## config.mk

```make
export PLATFORM = sky130hd
export DESIGN_NAME = mxint8_bd_sched
export DESIGN_NICKNAME = d
export VERILOG_FILES = /design/src/rtl/mxint8_bd_sched.sv
export SDC_FILE = /design/constraint.sdc
export NUM_CORES = 1
export LEC_CHECK = 0
export CORE_AREA = 2 2 273 275
export DETAILED_ROUTE_END_ITERATION = 8
export DIE_AREA = 0 0 275 277
export HOLD_SLACK_MARGIN = 0.06
export PLACE_DENSITY = 0.41
export SLEW_MARGIN = 10
export SYNTH_ARGS = -nofsm -noshare
export SYNTH_HDL_FRONTEND = slang
export SYNTH_SLANG_ARGS = --single-unit
```

## constraint.sdc

```tcl
create_clock -name clk -period 28.6 [get_ports clk]
set_clock_uncertainty 0.05 [all_clocks]
set_input_delay 5.72 -clock clk [delete_from_list [all_inputs] [get_ports clk]]
set_output_delay 5.72 -clock clk [all_outputs]
set_load 0.1 [all_outputs]
```

## src/rtl/mxint8_bd_sched.sv

```systemverilog
// rtl/mxint8_bd_sched.sv - round-robin scheduler sharing one mxint8 broadcast converter
// Optional MXINT8_BD_SCHED_STATS_EN adds saturating conversion/stall/overflow counters.
`ifndef FLOAT32_WIDTH
`define FLOAT32_WIDTH 32
`endif
`ifndef SCALE_WIDTH
`define SCALE_WIDTH 8
`endif
`ifndef BLOCK_SIZE
`define BLOCK_SIZE 32
`endif
`ifndef MXINT8_ELEMENT_WIDTH
`define MXINT8_ELEMENT_WIDTH 8
`endif

module mxint8_bd_sched #(
  parameter int NUM_REQ    = 4,
  parameter int BD_LATENCY = 1,
  parameter int ID_W       = $clog2(NUM_REQ)
) (
  input  logic                                            clk,
  input  logic                                            rst,
  input  logic [NUM_REQ-1:0]                              i_req_valid,
  output logic [NUM_REQ-1:0]                              o_req_ready,
  input  logic [NUM_REQ*`FLOAT32_WIDTH-1:0]               i_req_float32,
  output logic [`FLOAT32_WIDTH-1:0]                       o_bd_float32,
  input  logic [`SCALE_WIDTH-1:0]                         i_bd_scale,
  input  logic [`BLOCK_SIZE*`MXINT8_ELEMENT_WIDTH-1:0]    i_bd_elements,
  input  logic                                            i_bd_overflow,
  output logic                                            o_res_valid,
  input  logic                                            i_res_ready,
  output logic [ID_W-1:0]                                 o_res_id,
  output logic [`SCALE_WIDTH-1:0]                         o_res_scale,
  output logic [`BLOCK_SIZE*`MXINT8_ELEMENT_WIDTH-1:0]    o_res_elements,
  output logic                                            o_res_overflow
`ifdef MXINT8_BD_SCHED_STATS_EN
  ,
  output logic [15:0]                                     o_stat_conv,
  output logic [15:0]                                     o_stat_stall,
  output logic [15:0]                                     o_stat_ovf
`endif
);

  localparam int FW    = `FLOAT32_WIDTH;
  localparam int LAT_W = (BD_LATENCY > 1) ? $clog2(BD_LATENCY) : 1;
  localparam logic [LAT_W-1:0] LAT_INIT = LAT_W'(BD_LATENCY - 1);

  typedef enum logic [1:0] {IDLE = 2'd0, CONVERT = 2'd1, HOLD = 2'd2} state_t;

  state_t          state, state_nxt;
  logic [ID_W-1:0] rr_ptr, id_reg, grant_id, cand;
  logic            grant_vld, accept, conv_done, res_hs;
  logic [LAT_W-1:0] lat_cnt;

  // Walk downward so the candidate closest to rr_ptr is the one that sticks.
  always_comb begin
    grant_vld = 1'b0;
    grant_id  = '0;
    cand      = '0;
    for (int i = NUM_REQ - 1; i >= 0; i--) begin
      cand = ID_W'((int'(rr_ptr) + i) % NUM_REQ);
      if (i_req_valid[cand]) begin
        grant_vld = 1'b1;
        grant_id  = cand;
      end
    end
  end

  assign accept    = (state == IDLE) && grant_vld;
  assign conv_done = (state == CONVERT) && (lat_cnt == '0);
  assign res_hs    = (state == HOLD) && i_res_ready;

  always_ff @(posedge clk or posedge rst) begin
    if (rst) state <= IDLE;
    else     state <= state_nxt;
  end

  always_comb begin
    state_nxt = state;
    case (state)
      IDLE:    if (grant_vld) state_nxt = CONVERT;
      CONVERT: if (conv_done) state_nxt = HOLD;
      HOLD:    if (i_res_ready) state_nxt = IDLE;
      default: state_nxt = IDLE;
    endcase
  end

  // Ready is masked during reset so nothing looks accepted while state is forced.
  always_comb begin
    o_req_ready = '0;
    if (state == IDLE && grant_vld && !rst) o_req_ready[grant_id] = 1'b1;
  end

  always_ff @(posedge clk or posedge rst) begin
    if (rst) begin
      rr_ptr       <= '0;
      id_reg       <= '0;
      lat_cnt      <= '0;
      o_bd_float32 <= '0;
    end else if (accept) begin
      o_bd_float32 <= i_req_float32[int'(grant_id)*FW +: FW];
      id_reg       <= grant_id;
      rr_ptr       <= (grant_id == ID_W'(NUM_REQ - 1)) ? '0 : grant_id + 1'b1;
      lat_cnt      <= LAT_INIT;
    end else if (state == CONVERT && lat_cnt != '0) begin
      lat_cnt <= lat_cnt - 1'b1;
    end
  end

  always_ff @(posedge clk or posedge rst) begin
    if (rst) begin
      o_res_valid    <= 1'b0;
      o_res_id       <= '0;
      o_res_scale    <= '0;
      o_res_elements <= '0;
      o_res_overflow <= 1'b0;
    end else if (conv_done) begin
      o_res_valid    <= 1'b1;
      o_res_id       <= id_reg;
      o_res_scale    <= i_bd_scale;
      o_res_elements <= i_bd_elements;
      o_res_overflow <= i_bd_overflow;
    end else if (res_hs) begin
      o_res_valid <= 1'b0;
    end
  end

`ifdef MXINT8_BD_SCHED_STATS_EN
  always_ff @(posedge clk or posedge rst) begin
    if (rst) begin
      o_stat_conv  <= '0;
      o_stat_stall <= '0;
      o_stat_ovf   <= '0;
    end else begin
      if (res_hs && o_stat_conv != 16'hFFFF)
        o_stat_conv <= o_stat_conv + 16'd1;
      if (state == HOLD && !i_res_ready && o_stat_stall != 16'hFFFF)
        o_stat_stall <= o_stat_stall + 16'd1;
      if (res_hs && o_res_overflow && o_stat_ovf != 16'hFFFF)
        o_stat_ovf <= o_stat_ovf + 16'd1;
    end
  end
`endif

endmodule

```

==> flow_metrics.tcl <==
set metrics [dict create \
    ios 704 \
    async_flop_share_pct 100 \
    cts_tree "yes" \
    clkLatencyLatePin_ns 0.55 \
    reg.largest.list "o_res_elements x256, o_bd_float32 x32, o_res_scale x8" \
    syn_area_per_cell_um2 15.5 \
    grtUsageTotal_pct 12.3 \
    antenna_found_initial 15 \
    initial_core_util_pct 16.7 \
    place.gp.congestion 0.750 \
    worst_setup_path_end_kind "output port" \
    die-area_um2 76200 \
    hold_slack_ns 0.422 \
    worst_slack_ns 14.04 \
    route.detailed.wl_per_inst_um 19.4 \
    routed_wl_um 48600 \
    min_path_type "reg -> reg" \
    synth_compound_area_share_pct 2.88 \
    htreeDepth 2 \
    slew_headroom_pct 24.2 \
    worst-path-max-fanout 40 \
    clockBufferDepth 3 \
    cts.sinks 307 \
    die_height_um 277 \
    min_from "id_reg[1]" \
    yosys.cell_count.top_type "dfrtp_1" \
    viasPerCell 3.76 \
    hpwl_um 37100 \
    layout.nets 1904 \
    layout-drive-gt1-share_pct 23.2 \
    synth.top_cells.by_count "dfrtp_1, mux2_2, mux2i_1" \
    grt_pass1_vias 10300 \
    rows 100 \
    synth_adder_area_share_pct 0.102 \
    top_register "o_res_elements" \
    synthToLayoutAreaGrowth_pct 76.9 \
    firstDrtPassIters 4 \
    tightest_slew_ns 1.13 \
    status "completed" \
    grt-ovfl-total 0 \
    first_iter_violations 246 \
    syn-num-nets 1195 \
    syn_inst 794 \
    cts_repair_resize_count 0 \
    yosys_warnings 0 \
    cts_root_buf "clkbuf_16" \
    die-width_um 275 \
    max_cap_violations 0 \
    crit_type "in -> out" \
    r2r-start "state[0]" \
    min_period_ns 14.56 \
    worstHoldEndpoint "id_reg[1]" \
    synth-edff-count 0 \
    io_buffers 703 \
    reg2reg_depth 6 \
    core_area_um2 73600 \
    worst_setup_path_start_kind "primary input" \
    synth_area_leaders "dfrtp_1, mux2_2, mux2i_1" \
    post_cts.repair.setup_buffers 0 \
    post-route-period-util_pct 50.9 \
    synth_top_family_by_area "multiplexers" \
    rrSetupSlack_ns 24.99 \
    numCtsBuffers 41 \
    via_count 9421 \
    r2r-end "o_res_elements[181]" \
    yosysSeqAreaShare_pct 62.5 \
    synth_seq_cells 307 \
    synthFlopType "dfrtp_1" \
    rsz0062_at_grt "no" \
    cts.hold.buffers_added 0 \
    synth.mux.area_fraction_pct 29.7 \
    postRouteAntennaNets 0 \
    largest_register_ffs 256 \
    cp.required_ns 22.83 \
    finalSetupViolations 0 \
    grt_max_degree 83 \
    slew_viol_final 0 \
    synth-simple-area-share_pct 2.18 \
    tns_ns 0 \
    grt_pass1_wl_um 69200 \
    drc_errors 0 \
    yosys.area.top_type "dfrtp_1" \
    synth.distinct_cells 29 \
    synthDominantCellAreaShare_pct 62.5 \
    synth_area_um2 12300 \
    max_clock_freq_mhz 68.7 \
    dp_slack_ns 14.05 \
    synth-xor-area-share_pct 0 \
    crit_arrival_ns 8.79 \
    worstHoldPathCells 2 \
    clk_pin_slew_ns 0.05 \
    report.final.hold_viol_count 0 \
]
==> area by class of cell <==
cell class,instances,area [um^2]
Multi-Input combinational cell,434,4300
Antenna cell,5,12.5
Timing Repair Buffer,715,7120
Inverter,4,22.5
Tap cell,969,1210
Sequential cell,307,7680
Fill cell,7415,51800
Clock inverter,17,221
Clock buffer,56,1170
==> per-stage QoR <==
| step | util (%) | std cells | area, um^2 |
|---|---|---|---|
| final | 29.6 | 2507 | 21700 |
| after global routing | 29.5 | 2504 | 21700 |
| after CTS | 29.5 | 2502 | 21700 |
| after detailed placement | 27.6 | 2429 | 20300 |
| after global placement | 27.6 | 2429 | 20300 |
| after floorplan | - | 794 | 12300 |
==> kinds of logic (layout without fill, tap and decap cells) <==
family / count (synthesis) / count (layout)
AOI/OAI and AO/OA: 43 / 43
adders and majority gates: 1 / 1
buffers and inverters: 53 / 792
DFF: 307 / 307
muxes: 331 / 331
other: 0 / 5
and+or+nand+nor: 59 / 59
==> metal layers <==
layer  wire [um]  global-route usage [%]  vias to the layer above
met5         109                       0                        -
met4        1060                    3.58                       18
met3        6260                    6.62                       76
met2       24500                    22.1                      469
met1       16600                    12.0                     4555
li1            -                       -                     4303
==> how the worst max path moves through the flow <==
stage                   start  cells past startpoint  slack (ns)        endpoint
3_3_place_gp   i_req_valid[3]                      5       14.10  o_req_ready[1]
5_1_grt        i_req_valid[3]                      5       13.83  o_req_ready[0]
4_1_cts        i_req_valid[0]                      5       14.02  o_req_ready[0]
2_1_floorplan             rst                      2        9.13  o_req_ready[2]
6_report       i_req_valid[0]                      5       14.04  o_req_ready[0]
3_5_place_dp   i_req_valid[0]                      5       14.05  o_req_ready[0]
==> layout by cell type (no fill, tap or decap) <==
| cell | Yosys | final |
|---|---|---|
| clkinv_4 | 0 | 1 |
| clkbuf_1 | 5 | 6 |
| nor2_1 | 3 | 3 |
| and4_1 | 1 | 1 |
| clkdlybuf4s50_1 | 0 | 700 |
| diode_2 | 0 | 5 |
| nor3_1 | 2 | 2 |
| inv_2 | 1 | 1 |
| o21ai_0 | 3 | 3 |
| inv_6 | 0 | 2 |
| o31ai_1 | 1 | 1 |
| clkbuf_16 | 0 | 41 |
| clkinv_8 | 0 | 2 |
| o21a_1 | 1 | 1 |
| ha_1 | 1 | 1 |
| clkbuf_8 | 0 | 9 |
| inv_8 | 0 | 1 |
| nand2_1 | 40 | 40 |
| clkinvlp_4 | 0 | 1 |
| bufinv_16 | 0 | 4 |
| clkinv_2 | 0 | 7 |
| dfrtp_1 | 307 | 307 |
| nor4_2 | 1 | 1 |
| a21o_1 | 2 | 2 |
| o221ai_1 | 32 | 32 |
| nor2b_4 | 0 | 1 |
| nor4_1 | 2 | 2 |
| mux2_2 | 267 | 267 |
| and3_1 | 1 | 1 |
| inv_1 | 3 | 2 |
| buf_4 | 21 | 15 |
| nor2b_1 | 5 | 4 |
| mux2i_1 | 64 | 64 |
| nand2b_1 | 3 | 3 |
| o32a_1 | 1 | 1 |
| a21oi_1 | 2 | 2 |
| or3_2 | 0 | 1 |
| a211o_4 | 0 | 1 |
==> worst max-delay path: stages <==
cell and delay, ns:
clkdlybuf4s50_1 0.53, nor4_1 0.10, or3_2 0.81, nor4_1 0.38
clkdlybuf4s50_1 1.23
Power is left out: the tool's default activity adds up to more than one toggle a clock period on the data nets, which glitch-free logic cannot reach.
